[src/rtl/gsim_pkg.sv]
// Shared types and constants for the Gauss-Seidel solver controller and datapath.
package gsim_pkg;

   localparam int GSIM_N        = 16;
   localparam int GSIM_IDX_W    = 4;
   localparam int GSIM_PIPE_LAT = 4;

   typedef enum logic [1:0] {
      LOAD   = 2'd0,
      SWEEP  = 2'd1,
      OUTPUT = 2'd2,
      DONE   = 2'd3
   } gsim_state_e;

endpackage

[src/rtl/gsim_phase_cnt.sv]
// Modulo-PIPE_LAT phase counter with registered issue (phase 0) and last-phase strobes.
module gsim_phase_cnt
   import gsim_pkg::*;
#(
   parameter int PIPE_LAT = GSIM_PIPE_LAT
) (
   input  logic clk,
   input  logic reset,
   input  logic start,
   input  logic run,
   output logic issue,
   output logic last
);

   localparam int PH_W = $clog2(PIPE_LAT);

   logic [PH_W-1:0] ph_r;
   logic [PH_W-1:0] ph_nx_s;
   logic            issue_nx_s;
   logic            last_nx_s;

   // Next phase: start forces phase 0, run advances modulo PIPE_LAT, otherwise idle.
   always_comb begin
      ph_nx_s    = {PH_W{1'b0}};
      issue_nx_s = 1'b0;
      last_nx_s  = 1'b0;
      if (start) begin
         ph_nx_s    = {PH_W{1'b0}};
         issue_nx_s = 1'b1;
      end else if (run) begin
         if (ph_r == PH_W'(PIPE_LAT - 1)) begin
            ph_nx_s    = {PH_W{1'b0}};
            issue_nx_s = 1'b1;
         end else begin
            ph_nx_s    = ph_r + PH_W'(1);
            issue_nx_s = 1'b0;
         end
         last_nx_s = (ph_r == PH_W'(PIPE_LAT - 2));
      end else begin
         ph_nx_s = {PH_W{1'b0}};
      end
   end

   // Phase register and strobe flops.
   always_ff @(posedge clk or posedge reset) begin
      if (reset) begin
         ph_r  <= {PH_W{1'b0}};
         issue <= 1'b0;
         last  <= 1'b0;
      end else begin
         ph_r  <= ph_nx_s;
         issue <= issue_nx_s;
         last  <= last_nx_s;
      end
   end

endmodule

[src/rtl/gsim_sweep_ctrl.sv]
// Gauss-Seidel sweep sequencer: RHS load, serialized updates, convergence detect, read-out.
// Optional sweep cap is enabled by defining GSIM_ITER_CAP_EN.
module gsim_sweep_ctrl
   import gsim_pkg::*;
#(
   parameter int N        = GSIM_N,
   parameter int IDX_W    = GSIM_IDX_W,
   parameter int PIPE_LAT = GSIM_PIPE_LAT,
   parameter int MAX_ITER = 100,
   parameter int ITER_W   = 7
) (
   input  logic              clk,
   input  logic              reset,
   input  logic              in_en,
   output logic              in_ready,
   output logic              ld_we,
   output logic [IDX_W-1:0]  ld_idx,
   output logic              dp_issue,
   output logic              dp_wr,
   output logic [IDX_W-1:0]  dp_idx,
   input  logic              dp_same,
   output logic              out_valid,
   output logic [IDX_W-1:0]  out_idx,
   output logic              done,
   output logic              converged,
   output logic [ITER_W-1:0] iter_cnt
);

`ifdef GSIM_ITER_CAP_EN
   localparam logic CAP_EN = 1'b1;
`else
   localparam logic CAP_EN = 1'b0;
`endif

   gsim_state_e      state_r;
   gsim_state_e      state_nx_s;
   logic             in_ready_nx_s;
   logic [IDX_W-1:0] ld_idx_nx_s;
   logic [IDX_W-1:0] dp_idx_nx_s;
   logic [IDX_W-1:0] out_idx_nx_s;
   logic [IDX_W:0]   same_cnt_r;
   logic [IDX_W:0]   same_cnt_nx_s;
   logic [IDX_W:0]   same_sum_s;
   logic [ITER_W-1:0] iter_nx_s;
   logic [ITER_W-1:0] iter_inc_s;
   logic             out_valid_nx_s;
   logic             done_nx_s;
   logic             converged_nx_s;
   logic             ph_start_s;
   logic             ph_run_s;
   logic             sweep_end_s;
   logic             cap_hit_s;

   assign ld_we = in_en & in_ready;

   gsim_phase_cnt #(
      .PIPE_LAT (PIPE_LAT)
   ) u_phase (
      .clk   (clk),
      .reset (reset),
      .start (ph_start_s),
      .run   (ph_run_s),
      .issue (dp_issue),
      .last  (dp_wr)
   );

   // Next-state and next-output logic for the whole sequencer.
   always_comb begin
      state_nx_s     = state_r;
      ld_idx_nx_s    = ld_idx;
      dp_idx_nx_s    = dp_idx;
      out_idx_nx_s   = out_idx;
      same_cnt_nx_s  = same_cnt_r;
      iter_nx_s      = iter_cnt;
      out_valid_nx_s = out_valid;
      done_nx_s      = done;
      converged_nx_s = converged;
      ph_start_s     = 1'b0;
      ph_run_s       = 1'b0;
      same_sum_s     = same_cnt_r + {{IDX_W{1'b0}}, dp_same};
      iter_inc_s     = (iter_cnt == {ITER_W{1'b1}}) ? iter_cnt : iter_cnt + ITER_W'(1);
      sweep_end_s    = dp_wr && (dp_idx == IDX_W'(N - 1));
      cap_hit_s      = CAP_EN && (iter_cnt == ITER_W'(MAX_ITER - 1));

      case (state_r)
         LOAD: begin
            if (ld_we) begin
               ld_idx_nx_s = ld_idx + IDX_W'(1);
               if (ld_idx == IDX_W'(N - 1)) begin
                  state_nx_s = SWEEP;
                  ph_start_s = 1'b1;
               end else begin
                  state_nx_s = LOAD;
               end
            end else begin
               state_nx_s = LOAD;
            end
         end

         SWEEP: begin
            ph_run_s = 1'b1;
            if (sweep_end_s) begin
               dp_idx_nx_s   = {IDX_W{1'b0}};
               same_cnt_nx_s = {(IDX_W + 1){1'b0}};
               if (same_sum_s == (IDX_W + 1)'(N)) begin
                  converged_nx_s = 1'b1;
                  state_nx_s     = OUTPUT;
                  out_valid_nx_s = 1'b1;
                  out_idx_nx_s   = {IDX_W{1'b0}};
                  ph_run_s       = 1'b0;
               end else if (cap_hit_s) begin
                  iter_nx_s      = iter_inc_s;
                  converged_nx_s = 1'b0;
                  state_nx_s     = OUTPUT;
                  out_valid_nx_s = 1'b1;
                  out_idx_nx_s   = {IDX_W{1'b0}};
                  ph_run_s       = 1'b0;
               end else begin
                  iter_nx_s = iter_inc_s;
               end
            end else if (dp_wr) begin
               dp_idx_nx_s   = dp_idx + IDX_W'(1);
               same_cnt_nx_s = same_sum_s;
            end else begin
               same_cnt_nx_s = same_cnt_r;
            end
         end

         OUTPUT: begin
            if (out_idx == IDX_W'(N - 1)) begin
               out_valid_nx_s = 1'b0;
               out_idx_nx_s   = {IDX_W{1'b0}};
               done_nx_s      = 1'b1;
               state_nx_s     = DONE;
            end else begin
               out_idx_nx_s = out_idx + IDX_W'(1);
            end
         end

         DONE: begin
            // A new sample here is accepted as sample 0 of the next problem.
            if (ld_we) begin
               done_nx_s      = 1'b0;
               converged_nx_s = 1'b0;
               iter_nx_s      = {ITER_W{1'b0}};
               same_cnt_nx_s  = {(IDX_W + 1){1'b0}};
               ld_idx_nx_s    = IDX_W'(1);
               state_nx_s     = LOAD;
            end else begin
               state_nx_s = DONE;
            end
         end

         default: begin
            state_nx_s = LOAD;
         end
      endcase

      in_ready_nx_s = (state_nx_s == LOAD) || (state_nx_s == DONE);
   end

   // State register and registered outputs.
   always_ff @(posedge clk or posedge reset) begin
      if (reset) begin
         state_r    <= LOAD;
         in_ready   <= 1'b0;
         ld_idx     <= {IDX_W{1'b0}};
         dp_idx     <= {IDX_W{1'b0}};
         out_idx    <= {IDX_W{1'b0}};
         same_cnt_r <= {(IDX_W + 1){1'b0}};
         iter_cnt   <= {ITER_W{1'b0}};
         out_valid  <= 1'b0;
         done       <= 1'b0;
         converged  <= 1'b0;
      end else begin
         state_r    <= state_nx_s;
         in_ready   <= in_ready_nx_s;
         ld_idx     <= ld_idx_nx_s;
         dp_idx     <= dp_idx_nx_s;
         out_idx    <= out_idx_nx_s;
         same_cnt_r <= same_cnt_nx_s;
         iter_cnt   <= iter_nx_s;
         out_valid  <= out_valid_nx_s;
         done       <= done_nx_s;
         converged  <= converged_nx_s;
      end
   end

endmodule
[config.mk]
export PLATFORM = sky130hd
export DESIGN_NAME = gsim_sweep_ctrl
export DESIGN_NICKNAME = d
export VERILOG_FILES = /design/src/rtl/gsim_pkg.sv /design/src/rtl/gsim_phase_cnt.sv /design/src/rtl/gsim_sweep_ctrl.sv
export SDC_FILE = /design/constraint.sdc
export NUM_CORES = 1
export LEC_CHECK = 0
export CORE_UTILIZATION = 50
export DETAILED_ROUTE_END_ITERATION = 12
export PLACE_DENSITY = 0.75
export SYNTH_ARGS = -nofsm -noshare
export SYNTH_HDL_FRONTEND = slang
export SYNTH_SLANG_ARGS = --single-unit
export TNS_END_PERCENT = 1
[constraint.sdc]
create_clock -name clk -period 5.25 [get_ports clk]
set_input_delay 1.05 -clock clk [delete_from_list [all_inputs] [get_ports clk]]
set_output_delay 1.05 -clock clk [all_outputs]
set_load 0.005 [all_outputs]
==> flow_summary.html <==
<table>
<tr><th>Metric</th><th>Value</th></tr>
<tr><th colspan="2">Outcome</th></tr>
<tr><td>Status</td><td>completed</td></tr>
<tr><th colspan="2">GRT</th></tr>
<tr><td>Via count of the first global-routing pass</td><td>1464</td></tr>
<tr><td>Number of antenna violations at the first check in global routing</td><td>0</td></tr>
<tr><td>Global router's overall resource usage</td><td>22.4%</td></tr>
<tr><td>Congestion Overflow GR</td><td>0</td></tr>
<tr><td>Maximum number of pins on one net before global-route repair</td><td>35</td></tr>
<tr><td>Global-route wire length before repair</td><td>6760 um</td></tr>
<tr><th colspan="2">Critical path</th></tr>
<tr><td>Critical Path Start</td><td>in_en</td></tr>
<tr><td>Maximum fanout along the worst path</td><td>5</td></tr>
<tr><td>Reg-to-reg critical path endpoint</td><td>iter_cnt[0]</td></tr>
<tr><td>Worst-case reg-to-reg path depth</td><td>6</td></tr>
<tr><td>CP startpoint kind</td><td>input pin</td></tr>
<tr><td>Setup CP Type</td><td>input pin to output pin</td></tr>
<tr><td>R2r setup slk</td><td>3.19 ns</td></tr>
<tr><td>Worst reg2reg path startpoint</td><td>same_cnt_r[0]</td></tr>
<tr><td>Crit path DAT</td><td>2.20 ns</td></tr>
<tr><td>Critical path endpoint</td><td>ld_we</td></tr>
<tr><td>Data required time of the worst path</td><td>4.20 ns</td></tr>
<tr><td>Critical Path Sink Type</td><td>output pin</td></tr>
<tr><th colspan="2">Power</th></tr>
<tr><td>Power density relative to cell area</td><td>261 mW/mm^2</td></tr>
<tr><td>Worst IR drop on VDD</td><td>212 uV</td></tr>
<tr><td>Cell leakage power</td><td>1.09 nW</td></tr>
<tr><th colspan="2">Place</th></tr>
<tr><td>Area after detailed placement</td><td>0.00216 mm^2</td></tr>
<tr><td>Port buffer count</td><td>29</td></tr>
<tr><td>Placed insts</td><td>246</td></tr>
<tr><td>Detailed Place HPWL</td><td>2780 um</td></tr>
<tr><td>GPL Wtd Cong</td><td>0.816</td></tr>
<tr><th colspan="2">Floorplan</th></tr>
<tr><td>Std-Cell Core Area</td><td>0.00344 mm^2</td></tr>
<tr><td>Count of pins on the block boundary</td><td>30</td></tr>
<tr><td>Total die area</td><td>0.00394 mm^2</td></tr>
<tr><td>Die span in y</td><td>62.8 um</td></tr>
<tr><td>Die X</td><td>62.8 um</td></tr>
<tr><td># rows</td><td>21</td></tr>
<tr><td>Starting utilization of the core area</td><td>53.7%</td></tr>
<tr><th colspan="2">Clocking</th></tr>
<tr><td>Number of hold-repair buffers added at the cts stage</td><td>0</td></tr>
<tr><td>CTS buffer count</td><td>5</td></tr>
<tr><td>Number of sinks on the clock net</td><td>34</td></tr>
<tr><td>Worst-case clock buffer depth</td><td>2</td></tr>
<tr><td>H-tree depth</td><td>2</td></tr>
<tr><td>CTS clock-pin slew for the worst setup and hold paths</td><td>0.06 ns</td></tr>
<tr><td>CTS tree</td><td>done</td></tr>
<tr><td>Number of setup buffers added after CTS</td><td>0</td></tr>
<tr><td>CTS root buffer</td><td>sky130_fd_sc_hd__clkbuf_8</td></tr>
<tr><td>CTS-repair resized insts</td><td>0</td></tr>
<tr><td>Clock latency at the later pin of the worst-skew pair</td><td>0.29 ns</td></tr>
<tr><th colspan="2">Logic synthesis</th></tr>
<tr><td>Post-Synthesis Net Count</td><td>187</td></tr>
<tr><td>Cell count after synthesis</td><td>175</td></tr>
<tr><td>Post-synth top area cell</td><td>sky130_fd_sc_hd__dfrtp_1</td></tr>
<tr><td>Netlist area before placement</td><td>0.00185 mm^2</td></tr>
<tr><td>Leading post-synthesis cells by cell area</td><td>sky130_fd_sc_hd__dfrtp_1, sky130_fd_sc_hd__nand2_1, sky130_fd_sc_hd__ha_1</td></tr>
<tr><td>Part of the Yosys area used for sequential elements</td><td>46.0%</td></tr>
<tr><td>Fraction of synthesis flops using an asynchronous set or reset pin</td><td>100%</td></tr>
<tr><td>Number of warning messages in the yosys log</td><td>0</td></tr>
<tr><td>Number of enable-type register cells in the synthesized netlist</td><td>0</td></tr>
<tr><td>Area fraction of the dominant cell type after synthesis</td><td>46.0%</td></tr>
<tr><td>Primary FF master, synth</td><td>sky130_fd_sc_hd__dfrtp_1</td></tr>
<tr><td>Average instance area after synthesis</td><td>10.6 um^2</td></tr>
<tr><td>Number of distinct library cells after synthesis</td><td>53</td></tr>
<tr><td>Number of synthesized register bits</td><td>34</td></tr>
<tr><th colspan="2">Routing</th></tr>
<tr><td>Drt via density</td><td>5.72</td></tr>
<tr><td>Final antenna-violating net count</td><td>0</td></tr>
<tr><td>First DRT Iteration DRCs</td><td>77</td></tr>
<tr><td>Drt pass-1 iters</td><td>4</td></tr>
<tr><td>Total DRC errors in the routed layout</td><td>0</td></tr>
<tr><td>Wire length per cell</td><td>15.4 um</td></tr>
<tr><td>Detailed-route wire length</td><td>3890 um</td></tr>
<tr><td>Total number of vias</td><td>1441</td></tr>
<tr><th colspan="2">Timing</th></tr>
<tr><td>Slew HR</td><td>68.6%</td></tr>
<tr><td>Transition at the pin with the smallest max-transition slack</td><td>0.469 ns</td></tr>
<tr><td>Post-route clock period utilization</td><td>61.9%</td></tr>
<tr><td>Setup repair after global routing missed its margin</td><td>no</td></tr>
<tr><td>Maximum achievable frequency</td><td>308 MHz</td></tr>
<tr><td>Final Setup Violations</td><td>0</td></tr>
<tr><td>Worst clock skew</td><td>0.00511 ns</td></tr>
<tr><td>Tmin final</td><td>3.25 ns</td></tr>
<tr><td>Setup_tns</td><td>0 ns</td></tr>
<tr><td>Final number of max-transition violations</td><td>0</td></tr>
<tr><td>Final hold viol count</td><td>0</td></tr>
<tr><td>Final hold slack</td><td>0.478 ns</td></tr>
<tr><th colspan="2">Layout</th></tr>
<tr><td>Most frequent standard cell in the layout excluding fill and tap cells</td><td>sky130_fd_sc_hd__dfrtp_1</td></tr>
<tr><td>Number of cells in the finished layout apart from fillers</td><td>252</td></tr>
<tr><td>Post-route standard cell area excluding fillers</td><td>0.00225 mm^2</td></tr>
<tr><td>Synthesis-to-finish area growth</td><td>21.6%</td></tr>
<tr><td>Number of diodes added for antenna fixing</td><td>0</td></tr>
<tr><td>Final nets</td><td>219</td></tr>
<tr><td>Share of final-layout standard cells stronger than drive strength 1</td><td>13.1%</td></tr>
<tr><td>Most used cells in the layout excluding fill and tap cells</td><td>sky130_fd_sc_hd__dfrtp_1, sky130_fd_sc_hd__nand2_1, sky130_fd_sc_hd__clkdlybuf4s50_1</td></tr>
<tr><th colspan="2">Min path</th></tr>
<tr><td>HP Class</td><td>register to register</td></tr>
<tr><th colspan="2">Job</th></tr>
<tr><td>Reported max-cap violation count</td><td>0</td></tr>
</table>
==> critical path: stages <==
cell	delay, ns
sky130_fd_sc_hd__clkdlybuf4s50_1	0.48
sky130_fd_sc_hd__and2_4	0.17
sky130_fd_sc_hd__clkdlybuf4s50_1	0.50
==> how the worst min path moves through the flow <==
stage	from	slack, ns	endpoint	cells past startpoint
floorplan	u_phase.ph_r[0]	0.45	u_phase.ph_r[0]	1
global placement	u_phase.ph_r[0]	0.46	u_phase.ph_r[0]	1
detailed placement	u_phase.ph_r[0]	0.47	u_phase.ph_r[0]	1
CTS	u_phase.ph_r[0]	0.48	u_phase.ph_r[0]	1
global route	u_phase.ph_r[0]	0.51	u_phase.ph_r[0]	1
finish	u_phase.ph_r[0]	0.48	u_phase.ph_r[0]	1
==> stage by stage <==
stage | total power, mW | worst slack, ns | util [%]
floorplan | 0.379 | 2.67 | -
global placement | 0.395 | 1.99 | 62.9
detailed placement | 0.400 | 2.01 | 62.9
CTS | 0.591 | 2.00 | 65.3
global route | 0.611 | 1.96 | 65.3
finish | 0.586 | 2.00 | 65.3
==> flip-flops by register name (all words and copies together), names as in the netlist <==
| signal | flops |
|---|---|
| iter_cnt | 7 |
| out_idx | 4 |
| done | 1 |
| converged | 1 |
| in_ready | 1 |
| out_valid | 1 |
| dp_idx | 4 |
| state_r | 2 |
| ld_idx | 4 |
| u_phase.last | 1 |
| u_phase.ph_r | 2 |
| u_phase.issue | 1 |
| same_cnt_r | 5 |
==> metal layers <==
layer | wire length [um] | up-vias | track usage (%) | part of all wire, %
met5 | 0 | - | 0 | 0
met2 | 1980 | 36 | 37.6 | 51
met3 | 168 | 6 | 4.74 | 4.3
met4 | 63 | 0 | 11.9 | 1.6
li1 | - | 686 | - | -
met1 | 1680 | 713 | 26.9 | 43
==> report_power, final <==
part           switching, mW  leakage, nW  internal (mW)  total, mW
Clock                 0.0900       0.0431          0.101      0.191
Sequential            0.0222        0.412          0.278      0.301
Combinational         0.0588        0.630         0.0360     0.0948
Total                  0.171         1.09          0.415      0.586
==> cells by family (layout without fill, tap and decap cells) <==
group | after synthesis | after routing | synth area share (%)
adders and majority gates | 8 | 8 | 5.42
DFF | 34 | 34 | 46.0
buffers and inverters | 11 | 42 | 3.32
AOI/OAI and AO/OA | 34 | 34 | 15.1
muxes | 3 | 3 | 1.90
xor gates and xnor gates | 6 | 6 | 2.84
and+or+nand+nor | 79 | 79 | 25.4
==> area by class of cell <==
class                   instances  area (um^2)
flip-flops and latches         34          851
repair buffers                 30          298
inverters                       6         22.5
well taps                      46         57.6
clock buffers                   6         82.6
multi-input cells             130          936
fillers                       287         1190
==> Yosys cell counts, drive strengths merged, types with 3 or more instances <==
cell type  count
a21o           3
a21oi          5
and2           3
and3           3
buf            4
dfrtp         34
ha             8
inv            6
nand2         31
nand2b         4
nand3          5
nand4          8
nor2          10
o21ai         11
xor2           4
Note: power is estimated with default switching activity, not from simulation.
==> RTL change 1, RTL diff (same settings) <==
The localparam `CAP_EN` goes from 1'b0 to 1'b1.
--- a/src/rtl/gsim_sweep_ctrl.sv
+++ b/src/rtl/gsim_sweep_ctrl.sv
@@ -29,7 +29,7 @@
 `ifdef GSIM_ITER_CAP_EN
    localparam logic CAP_EN = 1'b1;
 `else
-   localparam logic CAP_EN = 1'b0;
+   localparam logic CAP_EN = 1'b1;
 `endif
 
    gsim_state_e      state_r;
Formal check against the unedited RTL: same outputs for any inputs over 10 cycles, from zero or initial values and one cycle with reset high; that may be too few to reach the edited logic, so the function may still have changed.
==> RTL change 1 against the unedited design <==
Count of clock-buffer cells in the layout increased by 1. Setup slack got worse by 0.25 ns. Final cell count increased by 7.9%. Cell area decreased by 3.1%. Area after synthesis decreased by 3.7%. Critical endpoint unchanged. First-iteration DRC count increased by 42%. Routed wire length decreased by 2.2%. Sequential cell count unchanged. Power increased by 14%.
==> RTL change 1: results (changes against the unedited design) <==
| Metric | Value |
|---|---|
| Status | finished clean (unchanged) |
| Crit path DAT | 2.45 ns (was 2.20 ns) |
| Share of cells above drive strength 1 | 0.0708 (was 0.131) |
| Post-cts repair resize count | 0 (unchanged) |
| GR Util met2 | 0.352 (was 0.376) |
| Reg2Reg Setup Slack | 3.20 ns (was 3.19 ns) |
| Final WL | 3.80 mm (was 3.89 mm) |
| Pint | 0.450 mW (was 0.415 mW) |
| Post-DP HPWL | 2.70 mm (was 2.78 mm) |
| Routed via count | 1,571 (was 1,441) |
| Lkg Pwr | 0.976 nW (was 1.09 nW) |
| Routability Congestion | 0.864 (was 0.816) |
| First-pass GRT wire length | 6.19 mm (was 6.76 mm) |
| Clock slew at reported path FFs | 0.09 ns (was 0.06 ns) |
| DR WL met2 | 1.89 mm (was 1.98 mm) |
| Met3 WL | 143 µm (was 168 µm) |
| WL/cell | 14.0 µm (was 15.4 µm) |
| Worst Reg-to-Reg Cells | 7 (was 6) |
| Cells after Synth | 192 (was 175) |
| Top cells by area, synth | dfrtp_1 48%, o21ai_0 6.5%, ha_1 5.6% (was dfrtp_1 46%, nand2_1 6.1%, ha_1 5.4%) |
| Seq group | 0.347 mW (was 0.301 mW) |
| Final WS setup | 1.75 ns (was 2.00 ns) |
| Synth cell types | 38 (was 53) |
| Syn nets | 204 (was 187) |
| Clk root buf | clkbuf_4 (was clkbuf_8) |
| RR Endpoint | iter_cnt[1] (was iter_cnt[0]) |
| Hold/Removal Path Class | flip-flop to flip-flop (unchanged) |
| Most instantiated cells after synthesis | 34 x dfrtp_1, 26 x nand2_1, 23 x o21ai_0 (was 34 x dfrtp_1, 30 x nand2_1, 10 x nor2_1) |
| Worst hold slack | 0.469 ns (was 0.478 ns) |
| Skew final | 0.00701 ns (was 0.00511 ns) |
| Power per cell area | 308 nW/µm² (was 261 nW/µm²) |
| Combinational power share | 0.257 (was 0.162) |
| Clk Latency, worst-skew pair | 0.34 ns (was 0.29 ns) |
| M3 GR Usage | 0.0630 (was 0.0474) |
| Register area share after synthesis | 0.478 (was 0.460) |
| Worst Path Max Fanout | 8 (was 5) |
| Gr usage total | 0.224 (about the same) |
| DR iter-0 viols | 109 (was 77) |
| Synth warn | 0 (unchanged) |
| # placed instances | 264 (was 246) |
| GR Layer Usage met1 | 0.299 (was 0.269) |
| M1 WL | 1.72 mm (was 1.68 mm) |
| Vias in the first global route | 1,352 (was 1,464) |
| Worst-Margin Slew | 0.492 ns (was 0.469 ns) |
| Final #Nets | 237 (was 219) |
| Worst VDD drop | 0.210 mV (was 0.212 mV) |
| Placed Instance Area | 2120 µm² (was 2160 µm²) |
| Reg2Reg Launch Point | same_cnt_r[0] (unchanged) |
| Hold path endpoint | u_phase.ph_r[0] (unchanged) |
[RTL change 1: cell families (layout without fill, tap and decap cells)]
| kind of cell | count (synthesis) | count (layout) | share of synthesized area |
|---|---|---|---|
| muxes | 3 | 3 | 0.0176 |
| xor gates and xnor gates | 2 | 2 | 0.00985 |
| and+or+nand+nor | 79 | 79 | 0.229 |
| DFF | 34 | 34 | 0.478 |
| buffers and inverters | 13 | 47 | 0.0288 |
| AOI/OAI and AO/OA | 53 | 53 | 0.181 |
| adders and majority gates | 8 | 8 | 0.0563 |
[RTL change 1: worst max-delay path: stages]
cell,delay [ns]
clkdlybuf4s50_1,0.47
nand2_1,0.16
inv_1,0.22
clkdlybuf4s50_1,0.54
[RTL change 1: final cells by class]
type	instances	area, µm²
Inverter	9	33.8
Timing Repair Buffer	30	298
Fill cell	293	1190
Tap cell	46	57.6
Multi-Input combinational cell	145	877
Sequential cell	34	851
Clock inverter	1	5.00
Clock buffer	7	55.1
==> RTL change 2, RTL diff (config.mk and constraints unchanged) <==
Without the edit above. Put one more register stage on the output `iter_cnt`, cleared by the reset. The value now appears one clock later. The other outputs are not delayed to match.
--- a/src/rtl/gsim_sweep_ctrl.sv
+++ b/src/rtl/gsim_sweep_ctrl.sv
@@ -25,6 +25,8 @@
    output logic              converged,
    output logic [ITER_W-1:0] iter_cnt
 );
+
+   logic [ITER_W-1:0] iter_cnt_s0;
 
 `ifdef GSIM_ITER_CAP_EN
    localparam logic CAP_EN = 1'b1;
@@ -71,16 +73,16 @@
       dp_idx_nx_s    = dp_idx;
       out_idx_nx_s   = out_idx;
       same_cnt_nx_s  = same_cnt_r;
-      iter_nx_s      = iter_cnt;
+      iter_nx_s      = iter_cnt_s0;
       out_valid_nx_s = out_valid;
       done_nx_s      = done;
       converged_nx_s = converged;
       ph_start_s     = 1'b0;
       ph_run_s       = 1'b0;
       same_sum_s     = same_cnt_r + {{IDX_W{1'b0}}, dp_same};
-      iter_inc_s     = (iter_cnt == {ITER_W{1'b1}}) ? iter_cnt : iter_cnt + ITER_W'(1);
+      iter_inc_s     = (iter_cnt_s0 == {ITER_W{1'b1}}) ? iter_cnt_s0 : iter_cnt_s0 + ITER_W'(1);
       sweep_end_s    = dp_wr && (dp_idx == IDX_W'(N - 1));
-      cap_hit_s      = CAP_EN && (iter_cnt == ITER_W'(MAX_ITER - 1));
+      cap_hit_s      = CAP_EN && (iter_cnt_s0 == ITER_W'(MAX_ITER - 1));
 
       case (state_r)
          LOAD: begin
@@ -168,7 +170,7 @@
          dp_idx     <= {IDX_W{1'b0}};
          out_idx    <= {IDX_W{1'b0}};
          same_cnt_r <= {(IDX_W + 1){1'b0}};
-         iter_cnt   <= {ITER_W{1'b0}};
+         iter_cnt_s0 <= {ITER_W{1'b0}};
          out_valid  <= 1'b0;
          done       <= 1'b0;
          converged  <= 1'b0;
@@ -179,11 +181,19 @@
          dp_idx     <= dp_idx_nx_s;
          out_idx    <= out_idx_nx_s;
          same_cnt_r <= same_cnt_nx_s;
-         iter_cnt   <= iter_nx_s;
+         iter_cnt_s0 <= iter_nx_s;
          out_valid  <= out_valid_nx_s;
          done       <= done_nx_s;
          converged  <= converged_nx_s;
       end
    end
 
+   always_ff @(posedge clk or posedge reset) begin
+      if (reset) begin
+         iter_cnt <= '0;
+      end else begin
+         iter_cnt <= iter_cnt_s0;
+      end
+   end
+
 endmodule
Check against the original RTL: no difference found for any inputs over 10 cycles, from zero or initial values and one cycle with reset high; that may be too few to reach the edited logic, so the function may still have changed.
==> RTL change 2 against the unedited design <==
Routed wire length is 0.62% lower. Cell area is 5.0% higher. First-iteration DRC count is 23% higher. Maximum frequency is 5.9% lower. Non-clock buffer count stayed put. Die area is 4.6% higher. Area after synthesis is 4.7% higher. Setup slack worse by 0.20 ns. Sequential cell count is 7 higher. Largest cell class is now sequential cells. Highest routed layer unchanged.
Power is not compared: it rests on default switching activity, and its combinational part moved more than twofold at a synthesized area within 25%.
==> RTL change 2: results (changes against the unedited design) <==
| Metric | Value |
|---|---|
| Postcts setup bufs | 0 (unchanged) |
| Post-cts repair resize count | 0 (unchanged) |
| Hold/Removal Path Class | flip-flop to flip-flop (unchanged) |
| Most instantiated cells after synthesis | 41 x dfrtp_1, 27 x nand2_1, 19 x o21ai_0 (was 34 x dfrtp_1, 30 x nand2_1, 10 x nor2_1) |
| Final #Nets | 237 (was 219) |
| Worst-Margin Slew | 0.585 ns (was 0.469 ns) |
| Synth warn | 0 (unchanged) |
| Top cells by area, synth | dfrtp_1 53%, nand2_1 5.2%, ha_1 5.2% (was dfrtp_1 46%, nand2_1 6.1%, ha_1 5.4%) |
| Avg Inst Size Synth | 10.1 µm² (was 10.6 µm²) |
| DR iter-0 viols | 95 (was 77) |
| TritonCTS buffer count | 5 (unchanged) |
| Worst VDD drop | around 0.24 mV |
| Worst Reg-to-Reg Cells | 7 (was 6) |
| N_diodes | 0 (unchanged) |
| Share of cells above drive strength 1 | 0.0619 (was 0.131) |
| RR Endpoint | out_idx[2] (was iter_cnt[0]) |
| Max Root-Sink Buffers | 2 (unchanged) |
| Routed via count | 1,559 (was 1,441) |
| Clk root buf | clkbuf_8 (unchanged) |
| Register area share after synthesis | 0.530 (was 0.460) |
| Reg2Reg Launch Point | same_cnt_r[0] (unchanged) |
| DR pass1 iterations | 4 (unchanged) |
| Post-DP HPWL | 2.81 mm (was 2.78 mm) |
| Crit path DAT | 2.41 ns (was 2.20 ns) |
| DP Worst Slack | 1.82 ns (was 2.01 ns) |
| First-pass GRT wire length | 6.62 mm (was 6.76 mm) |
| Initial antenna violation count | 0 (unchanged) |
| Vias in the first global route | 1,492 (was 1,464) |
| Lkg Pwr | between 1 and 1.5 nW |
| Syn nets | 204 (was 187) |
| H-tree depth | 2 (unchanged) |
| Reg2Reg Setup Slack | 3.14 ns (was 3.19 ns) |
| Routability Congestion | 0.817 (was 0.816) |
| Final Non-Filler Cells | 274 (was 252) |
| Worst Path Max Fanout | 10 (was 5) |
| Final WL | 3.86 mm (was 3.89 mm) |
| IO Port Bufs | 29 (unchanged) |
| Status | finished clean (unchanged) |
| Largest regs | iter_cnt: 7 flops, iter_cnt_s0: 7 flops, same_cnt_r: 5 flops (was iter_cnt: 7 flops, same_cnt_r: 5 flops) |
| Clock slew at reported path FFs | 0.08 ns (was 0.06 ns) |
| Skew final | 0.00585 ns (was 0.00511 ns) |
| Clk Latency, worst-skew pair | approximately 0.30 ns |
| CP Launch Point | in_en (unchanged) |
| Final period util | 0.658 (was 0.619) |
| Gr usage total | 0.211 (was 0.224) |
| Synth cell types | 42 (was 53) |
| Ys async rst share | 1.00 (unchanged) |
| Largest net degree at the start of global routing | 42 (was 35) |
| Worst Setup EP | ld_we (unchanged) |
| Placed Instance Area | 2280 µm² (was 2160 µm²) |
RTL change 2: area by class of cell:
cell class	count	area, µm²
multi-input combinational	140	867
inverter	7	26.3
timing repair buffer	30	298
fill	322	1330
clock buffer	6	72.6
sequential	41	1030
tap	48	60.1
clock inverter	2	10.0
RTL change 2: logic make-up after synthesis:
kind of cell,count (synthesis),synth area share
AND/OR/NAND/NOR,78,0.203
AO/OA/AOI/OAI,47,0.159
flip-flops,41,0.530
buffers and inverters,11,0.0220
adder cells (fa/ha/maj),8,0.0517
multiplexers,4,0.0207
XOR/XNOR,3,0.0136
RTL change 2: worst min-delay path by stage:
stage / endpoint / cells past startpoint / start / slack (ns)
floorplan: iter_cnt[6] / 0 / iter_cnt_s0[6] / 0.37
global placement: iter_cnt[6] / 0 / iter_cnt_s0[6] / 0.40
detailed placement: iter_cnt[6] / 0 / iter_cnt_s0[6] / 0.41
CTS: iter_cnt[5] / 0 / iter_cnt_s0[5] / 0.43
global route: iter_cnt[6] / 0 / iter_cnt_s0[6] / 0.44
finish: iter_cnt[6] / 0 / iter_cnt_s0[6] / 0.43
RTL change 2: critical path, cell delays in order:
cell	delay (ns)
clkdlybuf4s50_1	0.45
nand2_1	0.18
inv_1	0.20
clkdlybuf4s50_1	0.52
RTL change 2: power by group:
group / internal, mW / total (mW) / switching [mW]
clock network: 0.0921 / 0.198 / 0.106
registers: 0.386 / 0.476 / 0.0896
logic: 0.166 / 0.285 / 0.119
total: 0.644 / 0.959 / 0.314
RTL change 2: routing by layer:
layer / share of wire / track usage / vias up
li1: - / - / 759
met1: 0.43 / 0.251 / 754
met2: 0.51 / 0.355 / 39
met3: 0.041 / 0.0536 / 7
met4: 0.020 / 0.103 / 0
met5: 0 / 0 / -
